--- config.mk ---
export PLATFORM = sky130hd
export DESIGN_NAME = l2_block_adapter
export DESIGN_NICKNAME = d
export VERILOG_FILES = /design/src/rtl/l2_adapter_pkg.sv /design/src/rtl/l2_wait_timer.sv /design/src/rtl/l2_block_adapter.sv
export SDC_FILE = /design/constraint.sdc
export NUM_CORES = 1
export LEC_CHECK = 0
export CAP_MARGIN = 40
export CORE_MARGIN = 1.5
export CORE_UTILIZATION = 35
export CTS_CLUSTER_DIAMETER = 120
export DETAILED_ROUTE_END_ITERATION = 8
export GPL_TIMING_DRIVEN = 0
export SYNTH_ARGS = -nofsm -noshare
export SYNTH_HDL_FRONTEND = slang
export SYNTH_SLANG_ARGS = --single-unit
--- constraint.sdc ---
create_clock -name CLK -period 4.1 [get_ports CLK]
set_clock_uncertainty 0.1 [all_clocks]
set_input_delay 1.025 -clock CLK [delete_from_list [all_inputs] [get_ports CLK]]
set_output_delay 1.025 -clock CLK [all_outputs]
set_load 0.02 [all_outputs]
--- src/rtl/l2_adapter_pkg.sv ---
// rtl/l2_adapter_pkg.sv - shared types and constants for the L2 block adapter
package l2_adapter_pkg;

  // Status code seen by the coherence bus controller
  typedef enum logic [1:0] {
    L2_FREE   = 2'd0,
    L2_BUSY   = 2'd1,
    L2_ACCESS = 2'd2,
    L2_ERROR  = 2'd3
  } l2_state_t;

  // Adapter sequencing states
  typedef enum logic [2:0] {
    FSM_IDLE = 3'd0,
    FSM_RD   = 3'd1,
    FSM_WR   = 3'd2,
    FSM_DONE = 3'd3,
    FSM_ERR  = 3'd4
  } adapter_fsm_t;

  // Default geometry: 32-bit words, 2-word blocks
  localparam int WORD_W_DEFAULT           = 32;
  localparam int BLOCK_SIZE_WORDS_DEFAULT = 2;
  localparam int BYTES_PER_WORD           = WORD_W_DEFAULT / 8;
  localparam int OFFSET_BITS              = $clog2(BLOCK_SIZE_WORDS_DEFAULT) + 2;

  // Byte-address bits covered by one block (word stride is always 4 bytes)
  function automatic int offset_bits(input int block_words);
    return $clog2(block_words) + 2;
  endfunction

endpackage

--- src/rtl/l2_wait_timer.sv ---
// rtl/l2_wait_timer.sv - saturating wait counter that flags expiry at TIMEOUT-1
module l2_wait_timer #(
  parameter int TIMEOUT = 10000
) (
  input  logic clk,
  input  logic rst,
  input  logic clear,
  input  logic enable,
  output logic expired
);

  localparam int CNT_W = $clog2(TIMEOUT + 1);

  logic [CNT_W-1:0] cnt_q;
  logic [CNT_W-1:0] cnt_d;

  assign expired = (cnt_q == CNT_W'(TIMEOUT - 1));

  // Clear wins; counting stops once expired so the counter can never wrap
  always_comb begin
    cnt_d = cnt_q;
    if (clear) begin
      cnt_d = '0;
    end else if (enable && !expired) begin
      cnt_d = cnt_q + CNT_W'(1);
    end
  end

  // Counter register
  always_ff @(posedge clk) begin
    if (rst) begin
      cnt_q <= '0;
    end else begin
      cnt_q <= cnt_d;
    end
  end

endmodule

--- src/rtl/l2_block_adapter.sv ---
// rtl/l2_block_adapter.sv - splits one block read/write into sequential word accesses
module l2_block_adapter
  import l2_adapter_pkg::*;
#(
  parameter int BLOCK_SIZE_WORDS = 2,
  parameter int WORD_W           = 32,
  parameter int TIMEOUT          = 10000
) (
  input  logic                               CLK,
  input  logic                               RST,
  input  logic                               blk_ren,
  input  logic                               blk_wen,
  input  logic [WORD_W-1:0]                  blk_addr,
  input  logic [BLOCK_SIZE_WORDS*WORD_W-1:0] blk_store,
  output logic [BLOCK_SIZE_WORDS*WORD_W-1:0] blk_load,
  output logic [1:0]                         blk_state,
  output logic                               mem_ren,
  output logic                               mem_wen,
  output logic [WORD_W-1:0]                  mem_addr,
  output logic [WORD_W-1:0]                  mem_wdata,
  input  logic [WORD_W-1:0]                  mem_rdata,
  input  logic                               mem_ready,
  input  logic                               mem_error
);

  localparam int BLK_OFFSET_BITS = offset_bits(BLOCK_SIZE_WORDS);
  localparam int IDX_W           = (BLOCK_SIZE_WORDS > 1) ? $clog2(BLOCK_SIZE_WORDS) : 1;
  localparam int BLK_W           = BLOCK_SIZE_WORDS * WORD_W;
  localparam logic [WORD_W-1:0] OFFSET_MASK = WORD_W'((64'd1 << BLK_OFFSET_BITS) - 64'd1);

  adapter_fsm_t      state_q, state_d;
  logic [IDX_W-1:0]  idx_q, idx_d;
  logic [WORD_W-1:0] base_q, base_d;
  logic [BLK_W-1:0]  store_q, store_d;
  logic [BLK_W-1:0]  load_q, load_d;
  l2_state_t         blk_state_q, blk_state_d;
  logic              mem_ren_q, mem_ren_d;
  logic              mem_wen_q, mem_wen_d;
  logic [WORD_W-1:0] mem_addr_q, mem_addr_d;
  logic [WORD_W-1:0] mem_wdata_q, mem_wdata_d;

  logic busy;
  logic busy_next;
  logic last_word;
  logic timer_expired;

  assign busy      = (state_q == FSM_RD) || (state_q == FSM_WR);
  assign busy_next = (state_d == FSM_RD) || (state_d == FSM_WR);
  assign last_word = (idx_q == IDX_W'(BLOCK_SIZE_WORDS - 1));

  // Counter runs only while a word is outstanding; any completion restarts it
  l2_wait_timer #(
    .TIMEOUT (TIMEOUT)
  ) u_wait_timer (
    .clk     (CLK),
    .rst     (RST),
    .clear   (!busy || mem_ready || mem_error),
    .enable  (busy),
    .expired (timer_expired)
  );

  // Next state, datapath, and registered outputs derived from the next state
  always_comb begin
    state_d     = state_q;
    idx_d       = idx_q;
    base_d      = base_q;
    store_d     = store_q;
    load_d      = load_q;
    blk_state_d = L2_FREE;
    mem_ren_d   = 1'b0;
    mem_wen_d   = 1'b0;
    mem_addr_d  = '0;
    mem_wdata_d = '0;

    case (state_q)
      FSM_IDLE: begin
        if (blk_ren && blk_wen) begin
          state_d = FSM_ERR;
        end else if (blk_ren || blk_wen) begin
          base_d = blk_addr & ~OFFSET_MASK;
          idx_d  = '0;
          if (blk_wen) begin
            store_d = blk_store;
            state_d = FSM_WR;
          end else begin
            state_d = FSM_RD;
          end
        end
      end
      FSM_RD, FSM_WR: begin
        if (mem_error) begin
          state_d = FSM_ERR;
        end else if (mem_ready) begin
          if (state_q == FSM_RD) begin
            for (int i = 0; i < BLOCK_SIZE_WORDS; i++) begin
              if (idx_q == IDX_W'(i)) begin
                load_d[i*WORD_W +: WORD_W] = mem_rdata;
              end
            end
          end
          if (last_word) begin
            idx_d   = '0;
            state_d = FSM_DONE;
          end else begin
            idx_d = idx_q + IDX_W'(1);
          end
        end else if (timer_expired) begin
          state_d = FSM_ERR;
        end
      end
      default: begin
        state_d = FSM_IDLE;
      end
    endcase

    case (state_d)
      FSM_RD, FSM_WR: blk_state_d = L2_BUSY;
      FSM_DONE:       blk_state_d = L2_ACCESS;
      FSM_ERR:        blk_state_d = L2_ERROR;
      default:        blk_state_d = L2_FREE;
    endcase

    mem_ren_d = (state_d == FSM_RD);
    mem_wen_d = (state_d == FSM_WR);
    if (busy_next) begin
      mem_addr_d = base_d + (WORD_W'(idx_d) << 2);
    end
    if (state_d == FSM_WR) begin
      for (int i = 0; i < BLOCK_SIZE_WORDS; i++) begin
        if (idx_d == IDX_W'(i)) begin
          mem_wdata_d = store_d[i*WORD_W +: WORD_W];
        end
      end
    end
  end

  // Single state/output register bank
  always_ff @(posedge CLK) begin
    if (RST) begin
      state_q     <= FSM_IDLE;
      idx_q       <= '0;
      base_q      <= '0;
      store_q     <= '0;
      load_q      <= '0;
      blk_state_q <= L2_FREE;
      mem_ren_q   <= 1'b0;
      mem_wen_q   <= 1'b0;
      mem_addr_q  <= '0;
      mem_wdata_q <= '0;
    end else begin
      state_q     <= state_d;
      idx_q       <= idx_d;
      base_q      <= base_d;
      store_q     <= store_d;
      load_q      <= load_d;
      blk_state_q <= blk_state_d;
      mem_ren_q   <= mem_ren_d;
      mem_wen_q   <= mem_wen_d;
      mem_addr_q  <= mem_addr_d;
      mem_wdata_q <= mem_wdata_d;
    end
  end

  assign blk_load  = load_q;
  assign blk_state = blk_state_q;
  assign mem_ren   = mem_ren_q;
  assign mem_wen   = mem_wen_q;
  assign mem_addr  = mem_addr_q;
  assign mem_wdata = mem_wdata_q;

endmodule

# After elaboration in Yosys (flattened, before gate mapping)
# Cells that the tools add are included.
# word_totals
reg_bits	246
output_inout_bits	132
wordCells	66
# op_classes
eq_ne	7
mux	23
bitwise	4
reduce_logical	17
addsub	3
# op_table
op	count
two-way mux 64 bit	4
two-way mux 32 bit	4
adder 32 x 3 -> 32 bit	1
two-way mux 3 bit	6
adder 14 x 1 -> 14 bit (second input constant)	1
equality test 14 bit (second input constant)	1
AND reduction 5 bit	2
OR reduction 2 bit	5
equality test 3 x 2 -> 1 bit (second input constant)	3
equality test 3 x 1 -> 1 bit (second input constant)	2
case mux 2 bit (3 select lines)	1
case mux 3 bit (2 select lines)	1
logical OR 1 bit	5
two-way mux 1 bit	5
NOT 1 bit	4
equality test 3 bit (second input constant)	1
logical NOT 3 bit	1
logical AND 1 bit	2
logical NOT 1 bit	2
two-way mux 2 bit	1
case mux 1 bit (2 select lines)	1
adder 1 bit (second input constant)	1

# Longest topological paths before layout
# Gate-level depths: netlist (run 1).
# depth
word_depth	9
mapped_depth	14

# Modules after synthesis
# From an unflattened synthesis (run 1), not the netlist that was laid out.
# hier_totals
cells_unflattened	1081
area_unflattened_um2	9864.5
# modules_own_cells
mod	cells_per_inst	n_inst	area_each_um2
l2_block_adapter	1003	1	9175.0
l2_wait_timer	78	1	689.4

# Worst setup path before layout (run 1)
# Ideal clock, no wire load.
# synth_path
path_kind	input to register
from	input port mem_ready
to	register mem_addr_q[23] (netlist: mem_addr[23])
setup_slack_ps	-58
setup_time_ps	114
path_buffers	3
path_stages	12
arrival_time_ps	3944
path_cell_list	clkbuf_1 > nor3b_1 > mux2i_1 > clkbuf_1 > ha_1 > and3_1 > nand3_1 > a22oi_1 > clkbuf_1 > nor3b_1 > xor2_1 > nor2_1
# synth_between
word_cells_on_any_way	12
classes_between	1 x add/sub; 2 x eq/ne; 6 x mux; 1 x bitwise; 2 x reduce/logical
# synth_rtl
element	line_no	source
start, declared	l2_block_adapter.sv:22	input logic mem_ready,
two-way mux 1 bit	l2_block_adapter.sv:93	end else if (mem_ready) begin
two-way mux 1 bit	l2_block_adapter.sv:91	if (mem_error) begin
case mux 1 bit (2 select lines)	l2_block_adapter.sv:75	case (state_q)
net idx_d	l2_block_adapter.sv:32	logic [IDX_W-1:0] idx_q, idx_d;
adder 32 x 3 -> 32 bit	l2_block_adapter.sv:126	mem_addr_d = base_d + (WORD_W'(idx_d) << 2);
end signal, assigned	l2_block_adapter.sv:159	mem_addr_q <= mem_addr_d;
end, declared	l2_block_adapter.sv:39	logic [WORD_W-1:0] mem_addr_q, mem_addr_d;
# The timed path passes the listed nets, and every way through them passes these cells.
# A chain may end at the register's enable or synchronous reset.

# Worst setup path after layout (run 1)
# layout_path
from	input port mem_error
to	register mem_addr_q[27] (netlist: mem_addr[27])
# layout_between
word_cells_on_any_way	10
classes_between	1 x add/sub; 2 x eq/ne; 4 x mux; 1 x bitwise; 2 x reduce/logical
# layout_rtl
element	line_no	source
start, declared	l2_block_adapter.sv:23	input logic mem_error
two-way mux 1 bit	l2_block_adapter.sv:91	
case mux 1 bit (2 select lines)	l2_block_adapter.sv:75	
net idx_d	l2_block_adapter.sv:32	
adder 32 x 3 -> 32 bit	l2_block_adapter.sv:126	
# The timed path passes the listed nets, and every way through them passes these cells.

==> results of run 1 <==
state kept, by name, summed over array words and instances, names as in the netlist:
signal              count
state_q                 3
blk_load               64
idx_q                   1
mem_addr               32
u_wait_timer.cnt_q     14
blk_state               2
mem_wen                 1
store_q                64
mem_wdata              32
mem_ren                 1
base_q                 32
path summary, 6_finish.rpt:
path / end / slack (ps)
worst max-delay path: mem_addr[27] / 300
worst min-delay path: base_q[0] / 340
worst min register to register: base_q[0] / 340
worst max register to register: mem_addr[27] / 510
synthesized netlist by cell type, types with 2 or more instances:
cell type / n
a211oi_2: 23
or4_1: 2
buf_2: 13
nor4b_1: 3
nor3_2: 2
and3b_1: 2
and2_1: 2
and3_1: 15
buf_6: 3
o211ai_1: 5
clkbuf_1: 43
a21oi_1: 80
xnor2_1: 24
nand4_1: 7
ha_1: 3
nand2b_1: 3
nor2b_1: 38
nor2_1: 137
nor3b_1: 5
nor4_1: 3
nand3_1: 28
a31oi_1: 3
and4_1: 4
or3_1: 2
dfxtp_1: 246
nand3b_1: 3
buf_4: 3
nor4bb_1: 2
a21boi_0: 2
nand2_1: 166
nor3_1: 13
mux2_2: 18
xor2_1: 19
inv_1: 8
o21ai_0: 12
a21o_1: 2
a2111oi_0: 2
mux2i_1: 83
cells by family (layout without fill, tap and decap cells):
logic type               after synthesis  count (layout)
AND/OR/NAND/NOR                      442             442
AO/OA/AOI/OAI                        141             141
flip-flops                           246             246
adder cells (fa/ha/maj)                3               3
multiplexers                         101             101
buffers and inverters                 71             385
XOR/XNOR                              43              43
metrics by stage:
stage | TNS (ps) | setup slack [ps]
6_report | 0 | 300.0
5_1_grt | 0 | 106.7
4_1_cts | 0 | 33.23
3_5_place_dp | -29620 | -1495
3_3_place_gp | -29820 | -1506
2_1_floorplan | 0 | 110.3
timing repair:
item,CTS,global route
setup buffers,1,6
setup endpoints to repair,24,19
gates resized for setup,11,4
hold buffers,0,0
pin swaps,0,2
layout make-up:
cell class	count	area (sq um)	area share
Timing Repair Buffer	267	2658	0.1945
Sequential cell	246	4925	0.3604
Buffer	63	306.5	0.02243
Inverter	8	30.03	0.002197
Multi-Input combinational cell	730	4473	0.3273
Clock inverter	7	42.54	0.003113
Clock buffer	40	804.5	0.05887
Tap cell	341	426.7	0.03122
critical path, stage by stage:
cell and delay (ps):
clkdlybuf4s50_1 490, nor3b_1 440, mux2i_4 330, clkbuf_8 240, ha_1 250, and3_1 170
nand3_1 110, a22oi_2 280, clkbuf_4 280, nor3b_1 240, xor2_1 180, nor2_1 60
metal layers:
metal  GRT usage  part of all wire  vias up
li1            -                 -     4122
met1      0.2438              0.43     3816
met2      0.3235              0.46      272
met3     0.06133             0.085       40
met4     0.04348             0.020        2
met5           0           0.00042        -
power groups by stage:
stage	Clock (W)	Sequential (W)	Combinational, W
2_1_floorplan	0	0.00260	0.000384
3_3_place_gp	0	0.00258	0.000732
3_5_place_dp	0	0.00258	0.000736
4_1_cts	0.00237	0.00252	0.000746
5_1_grt	0.00246	0.00253	0.000809
6_report	0.00230	0.00252	0.000745
==> impl_metrics.csv, run 1 <==
group,metric,value,unit
job,cap_violations,0,
timing,rsz0062_at_grt,"false",
floorplanning,start_util,0.3582,
route,vias,8252,
synth,synth-main-ff-cell,"dfxtp_1",
floorplanning,core.rowCount,60,
floorplanning,die_w,169.3,um
finish,fill_cells,2568,
critical_path,r2r_cells,13,
critical_path,r2r_start,"state_q[0]",
pwr,intPower,0.004177,W
timing,period_minus_slack,3800,ps
synth,synthSimpleGateAreaFrac,0.2078,
pwr,combPwrFrac,0.134,
cts,cts_sinks,246,
critical_path,worstSetupPathType,"in -> reg",
global_route,grt_usage,0.1936,
hold_path,holdPathStages,2,
floorplanning,fp.dieH,169.3,um
critical_path,cp_max_fo,10,
hold_path,hp-start,"base_q[0]",
critical_path,crit_required,4410,ps
pwr,p_sw,0.001389,W
finish,fin_nets,1480,
placement,dp_hpwl,20.56,mm
timing,max_freq,0.2632,GHz
finish,syn_to_final_growth,41.15,%
timing,slew_headroom,0.4584,
placement,place_area,0.01271,sq mm
floorplanning,io_pins,266,
synth,syn_area,0.009682,sq mm
global_route,grt_overflow_total,0,
timing,setup_violations,0,
timing,slew_viol_final,0,
cts,clk_pin_slew,60,ps
synth,synth_compound_area_frac,0.1012,
synth,synth_top_family_by_area,"simple AND/OR/NAND/NOR gates",
synth,synth_edf_count,0,
finish,layout_commonest_cell,"clkdlybuf4s50_1",
finish,n_antenna_cell,0,
pwr,power.clock.fraction,0.413,
pwr,ir_drop,0.2679,mV
placement,globalplace.congestion,0.8986,
route,drcViolationCount,0,
synth,syn_inst,1047,
route,wirelength,28.39,mm
floorplanning,die-area,0.02867,sq mm
placement,dp_cells,1648,
global_route,antenna_found_initial,1,
timing,period_share,0.9268,
cts,cts_buffer_depth,3,
finish,fin_area,0.01367,sq mm
outcome,run_status,"finished clean",
route,wl_per_cell,16.68,um
pwr,pwr-share-seq,0.454,
floorplanning,coreArea,0.02703,sq mm
critical_path,cp-startpoint,"mem_error",
synth,synth-xor-area-share,0.03890,
synth,seq_area_frac_synth,0.5087,
pwr,swShare,0.2496,
cts,cts-htree-levels,1,
cts,cts_tree,"done",
placement,port-buffer-count,260,
cts,clkLatencyLatePin,530,ps
synth,yosysWarnings,0,
pwr,power.density,407.3,mW/mm^2
hold_path,hold_class,"reg -> reg",
cts,cts_buffers,27,
critical_path,cp-start-kind,"input pin",
route,antenna_left,0,
synth,synth_nets,1184,
finish,final_cells,1702,
cts,root_buffer,"clkbuf_16",
synth,synthAdderAreaFrac,0.003877,
critical_path,end_kind,"flip-flop",
synth,synthTopCellsByArea,"dfxtp_1 51%, mux2i_1 8.6%, nand2_1 6.4%",
route,routed_via_density,4.848,
synth,synth_area_per_cell,9.247,sq um
global_route,grt_pass1_vias,8009,
finish,fin_util,0.5056,
global_route,grt_max_degree,14,
finish,final_cell_mix,"259 x clkdlybuf4s50_1, 246 x dfxtp_1, 165 x nand2_1",
route,drtIter0Drc,426,
synth,synth_top_area_cell,"dfxtp_1",
pwr,power.total,0.005566,W
finish,drive_above_1_share,0.09405,
timing,whs,336.4,ps
pwr,p_leak,4.875,nW
route,dr.pass1.iters,5,
global_route,grt_pass1_wl,43.96,mm
timing,finalHoldViolCount,0,
synth,synth_top_area_frac,0.5087,
synth,ys_ff_latch,246,
synth,ys_types,56,
timing,tightestPinTransition,809.3,ps
synth,synthMuxAreaShare,0.1067,
critical_path,cp.arrival,4110,ps
synth,postSynth.asyncResetShare,0,
Power figures use the tool's default switching activity.
==> run 2: changes to the inputs <==
--- a/config.mk
+++ b/config.mk
@@ -11,6 +11,7 @@
 export CTS_CLUSTER_DIAMETER = 120
 export DETAILED_ROUTE_END_ITERATION = 8
 export GPL_TIMING_DRIVEN = 0
+export SKIP_CTS_REPAIR_TIMING = 1
 export SYNTH_ARGS = -nofsm -noshare
 export SYNTH_HDL_FRONTEND = slang
 export SYNTH_SLANG_ARGS = --single-unit
==> run 2 against run 1 <==
Total power barely moved. Fmax down 2.4%. Utilization about the same. Count of clock-buffer cells in the layout unchanged. Combinational power about the same. Non-clock buffer count up 1. Worst hold slack hardly changed. Cell count is essentially flat. Via count down 0.28%. First-iteration DRC count rose by 3.5%. Wire length increased by 0.14%. Largest cell class unchanged. Highest routed layer unchanged.
==> impl_metrics.csv, run 2 (same netlist as run 1, synthesis figures left out) <==
group,metric,value,unit
timing,period_minus_slack,3895,ps
route,drcViolationCount,0,
placement,pre_cts_ws,-1495,ps
timing,slew_viol_final,0,
critical_path,end_kind,"flip-flop",
critical_path,r2r_start,"state_q[0]",
timing,period_share,0.9499,
critical_path,crit_required,4420,ps
floorplanning,fp.dieH,169.3,um
finish,final_cell_mix,"259 x clkdlybuf4s50_1, 246 x dfxtp_1, 165 x nand2_1",
route,antenna_left,0,
timing,max_freq,0.2568,GHz
outcome,run_status,"finished clean",
timing,setup_violations,0,
critical_path,cp-start-kind,"input pin",
placement,port-buffer-count,260,
finish,layout_commonest_cell,"clkdlybuf4s50_1",
critical_path,cp.arrival,4210,ps
finish,drive_above_1_share,0.09545,
global_route,grt_pass1_vias,7967,
global_route,grt_usage,0.1932,
floorplanning,coreArea,0.02703,sq mm
finish,n_antenna_cell,0,
global_route,grtUsageMet2,0.3231,
critical_path,regToRegSetupSlack,410,ps
floorplanning,core.rowCount,60,
cts,cts-htree-levels,1,
timing,rsz0062_at_grt,"false",
floorplanning,start_util,0.3582,
critical_path,cp_max_fo,10,
global_route,grt_use_met3,0.06133,
critical_path,cp-endpoint,"mem_addr[27]",
cts,cts_tree,"done",
hold_path,hold_class,"reg -> reg",
route,dr.pass1.iters,5,
floorplanning,die-area,0.02867,sq mm
route,wirelength,28.43,mm
critical_path,cp-startpoint,"mem_error",
floorplanning,die_w,169.3,um
critical_path,worstSetupPathType,"in -> reg",
global_route,grt_max_degree,14,
cts,cts_sinks,246,
cts,root_buffer,"clkbuf_16",
global_route,grt_overflow_total,0,
pwr,power.density,407.4,mW/mm^2
global_route,grtUsageMet1,0.2437,
floorplanning,io_pins,266,
timing,fin_ws,205.4,ps
pwr,p_leak,4.885,nW
finish,fin_nets,1481,
route,vias,8229,
placement,globalplace.congestion,0.8986,
critical_path,r2r_end,"mem_addr[27]",
job,cap_violations,0,
timing,tightestPinTransition,784.6,ps
cts,clk_pin_slew,60,ps
finish,final_cells,1703,
timing,slew_headroom,0.4749,
critical_path,r2r_cells,13,
finish,syn_to_final_growth,41.24,%
timing,finalHoldViolCount,0,
cts,cts_buffers,27,
route,wl_per_cell,16.69,um
cts,clkLatencyLatePin,530,ps
global_route,grt_pass1_wl,43.84,mm
placement,dp_hpwl,20.56,mm
route,drtIter0Drc,441,
pwr,ir_drop,0.2679,mV
global_route,antenna_found_initial,1,
placement,dp_cells,1648,
route,routed_via_density,4.832,
cts,cts_buffer_depth,3,
hold_path,hp-start,"base_q[0]",
global_route,grt-busiest-layer,"met2",
run 2: final cells by class:
| cell class | instances | area, sq um |
|---|---|---|
| clock buffers | 40 | 804.5 |
| plain buffers | 63 | 300.3 |
| multi-input cells | 730 | 4481 |
| inverters | 8 | 30.03 |
| fillers | 2568 | 13350 |
| clock inverters | 7 | 42.54 |
| repair buffers | 268 | 2665 |
| well taps | 341 | 426.7 |
| flip-flops and latches | 246 | 4925 |
run 2: power by group:
part	internal, W	switching, W
logic	0.000346	0.000400
clock network	0.00135	0.000953
registers	0.00248	0.0000406
run 2: worst min path at each step:
stage                              end  slack, ps  cells after the start
after floorplan              base_q[0]        320                      2
after detailed placement     base_q[0]        330                      2
after global placement       base_q[0]        330                      2
final                        base_q[0]        340                      2
after CTS                    base_q[0]        340                      2
after global routing      blk_load[39]        370                      2
run 2: metrics by stage:
step / area [sq um] / util / hold WS [ps] / TNS, ps / total power [W]
global placement: 12710 / 0.4704 / 328.5 / -29820 / 0.003307
CTS: 13560 / 0.5017 / 339.6 / -15830 / 0.005630
floorplan: 9683 / - / 319.1 / 0 / 0.002988
global route: 13670 / 0.5060 / 367.8 / 0 / 0.005797
detailed placement: 12710 / 0.4704 / 330.6 / -29620 / 0.003312
finish: 13670 / 0.5060 / 336.4 / 0 / 0.005571
run 2: per-layer routing:
| metal | vias to the layer above | share of wire |
|---|---|---|
| met3 | 36 | 0.085 |
| met1 | 3810 | 0.43 |
| met4 | 2 | 0.020 |
| li1 | 4125 | - |
| met5 | - | 0.00042 |
| met2 | 256 | 0.46 |
run 2: worst max-delay path: stages:
cell and delay (ps):
clkdlybuf4s50_1 490, nor3b_1 440, mux2i_4 350, buf_4 270, ha_1 270, and3_1 180
nand3_1 110, a22oi_2 290, clkbuf_4 290, nor3b_1 240, xor2_1 180, nor2_1 60
==> run 3: changes to the inputs <==
--- a/config.mk
+++ b/config.mk
@@ -14,4 +14,5 @@
 export SKIP_CTS_REPAIR_TIMING = 1
 export SYNTH_ARGS = -nofsm -noshare
 export SYNTH_HDL_FRONTEND = slang
+export SYNTH_HIERARCHICAL = 1
 export SYNTH_SLANG_ARGS = --single-unit
==> run 3 against run 2 <==
Synthesized area increased by 1.9%. Design area increased by 3.3%. Sequential share of layout area is 1.2 points lower. Via count is 8.6% higher. Flip-flop and latch count unchanged. Non-clock buffer count is 10 higher. Setup slack worse by 79 ps. Utilization rose by 0.25 points. Global-route usage up 1.9 points. Total power is 4.9% higher. Wire length increased by 10%. Die area is 1.9% higher. Largest power group is now the clock network. Highest routed layer is now met4.
==> impl_metrics.csv, run 3 <==
group,metric,value,unit
synth,ys_types,67,
floorplanning,start_util,0.3551,
cts,clk_pin_slew,60,ps
pwr,power.total,0.005842,W
synth,synthTopCellsByArea,"dfxtp_1 50%, mux2i_1 8.9%, nand2_1 6.1%",
route,routed_via_density,5.019,
global_route,grt_max_degree,14,
pwr,p_sw,0.001441,W
critical_path,end_kind,"flip-flop",
finish,fin_nets,1518,
placement,globalplace.congestion,0.8750,
pwr,intPower,0.004401,W
timing,tightestPinTransition,735.8,ps
timing,slew_headroom,0.5049,
pwr,swShare,0.2466,
critical_path,crit_required,4450,ps
finish,multi_input_area,0.004684,sq mm
hold_path,hold_class,"reg -> reg",
floorplanning,die-area,0.02920,sq mm
critical_path,cp_max_fo,10,
cts,cts_buffer_depth,3,
synth,synth-main-ff-cell,"dfxtp_1",
synth,synth_edf_count,0,
timing,slew_viol_final,0,
cts,clkLatencyLatePin,540,ps
synth,seq_area_frac_synth,0.4992,
finish,final_cell_mix,"258 x clkdlybuf4s50_1, 246 x dfxtp_1, 160 x nand2_1",
floorplanning,io_pins,266,
finish,fin_util,0.5085,
timing,period_share,0.9691,
route,wl_per_cell,17.59,um
finish,fill_cells,2654,
placement,port-buffer-count,261,
synth,ys_ff_latch,246,
floorplanning,core.rowCount,61,
synth,synth_area_per_cell,9.125,sq um
outcome,run_status,"finished clean",
synth,netlist_top_cells_count,"246 x dfxtp_1, 160 x nand2_1, 116 x nor2_1",
timing,fin_ws,126.7,ps
pwr,p_leak,4.899,nW
global_route,grt_usage,0.2120,
finish,layout_commonest_cell,"clkdlybuf4s50_1",
critical_path,cp.arrival,4320,ps
timing,tns,0,ps
critical_path,cp-startpoint,"blk_wen",
timing,rsz0062_at_grt,"false",
finish,drive_above_1_share,0.08423,
pwr,combPwrFrac,0.120,
cts,cts_tree,"done",
pwr,ir_drop,0.2558,mV
synth,synth_top_area_frac,0.4992,
synth,synth_top_area_cell,"dfxtp_1",
pwr,pwr-share-seq,0.430,
critical_path,worstSetupPathType,"in -> reg",
route,drcViolationCount,0,
global_route,grt_pass1_vias,8835,
synth,yosysWarnings,6,
synth,yosysMostFrequentCell,"dfxtp_1",
critical_path,cp-start-kind,"input pin",
cts,cts_sinks,246,
cts,cts-htree-levels,1,
floorplanning,fp.dieH,170.9,um
global_route,grt_overflow_total,0,
synth,postSynth.asyncResetShare,0,
synth,syn_area,0.009864,sq mm
synth,syn_inst,1081,
timing,finalHoldViolCount,0,
route,wirelength,31.31,mm
route,antenna_left,0,
timing,max_freq,0.2517,GHz
route,dr.pass1.iters,5,
finish,syn_to_final_growth,43.20,%
placement,dp_hpwl,23.20,mm
timing,period_minus_slack,3973,ps
finish,regArea,0.004925,sq mm
floorplanning,die_w,170.9,um
synth,synth_nets,1219,
job,cap_violations,0,
route,drtIter0Drc,511,
placement,pre_cts_ws,-1587,ps
cts,cts_buffers,28,
global_route,antenna_found_initial,1,
route,vias,8934,
pwr,power.clock.fraction,0.450,
timing,whs,342.2,ps
hold_path,hp-start,"base_q[1]",
pwr,power.density,413.6,mW/mm^2
global_route,grt_pass1_wl,48.38,mm
cts,root_buffer,"clkbuf_16",
timing,setup_violations,0,
floorplanning,coreArea,0.02778,sq mm
critical_path,r2r_start,"state_q[0]",
[run 3: cell count changes after synthesis, moves of 13 or more]
cell / delta
a211oi_1: +33
nor4_1: +13
xnor2_1: -13
nor2b_1: -37
a211oi_2: -22
nor2_1: -21
nor3b_1: +22
nor3_1: +24
nand4_1: +14
[run 3: metrics by stage]
| step | instance area (sq um) | std cells |
|---|---|---|
| 2_1_floorplan | 9907 | 1081 |
| 3_3_place_gp | 12990 | 1720 |
| 3_5_place_dp | 13000 | 1722 |
| 4_1_cts | 13980 | 1773 |
| 5_1_grt | 14130 | 1780 |
| 6_report | 14130 | 1780 |
[run 3: power groups by stage]
| stage | sequential [W] | clock [W] | combinational, W |
|---|---|---|---|
| after floorplan | 0.00259 | 0 | 0.000354 |
| after global placement | 0.00256 | 0 | 0.000685 |
| after detailed placement | 0.00256 | 0 | 0.000692 |
| after CTS | 0.00251 | 0.00268 | 0.000696 |
| after global routing | 0.00252 | 0.00277 | 0.000760 |
| final | 0.00251 | 0.00263 | 0.000702 |
[run 3: routing by layer]
| metal | part of all wire | GRT usage |
|---|---|---|
| met1 | 0.44 | 0.2766 |
| met4 | 0.029 | 0.06751 |
| met3 | 0.080 | 0.05667 |
| met5 | 0 | 0 |
| met2 | 0.45 | 0.3406 |
[run 3: kinds of logic (layout without fill, tap and decap cells)]
logic type               after synthesis  count (layout)  share of synthesized area
AND/OR/NAND/NOR                      442             442                     0.2140
multiplexers                          98              98                     0.1007
buffers and inverters                 84             404                    0.03805
adder cells (fa/ha/maj)                4               4                   0.005074
other                                  0               1                          0
XOR/XNOR                              19              19                    0.01763
AO/OA/AOI/OAI                        188             188                     0.1253
flip-flops                           246             246                     0.4992
[run 3: critical path, stage by stage]
cell and delay [ps]:
dlymetal6s2s_1 270, xor2_1 250, nand2_1 390, clkbuf_1 570
and2_1 260, ha_4 190, nand2_1 120, nor4_4 360
a22o_1 260, buf_2 260, nand4_1 130, a21oi_1 230
[run 3: area by class of cell]
cell class / instances / share of cell area
clock buffer: 40 / 0.05926
antenna: 1 / 0.0001771
buffer: 72 / 0.02400
clock inverter: 11 / 0.01027
inverter: 12 / 0.003189
tap: 378 / 0.03348
timing repair buffer: 269 / 0.1894
multi-input combinational: 751 / 0.3316
sequential: 246 / 0.3486
[run 3: final timing paths]
path / end / slack (ps) / cells past startpoint
max: mem_addr[29] / 130 / 12
min: mem_addr[1] / 340 / 2
min reg2reg: mem_addr[1] / 340 / 2
max reg2reg: mem_addr[29] / 390 / 13
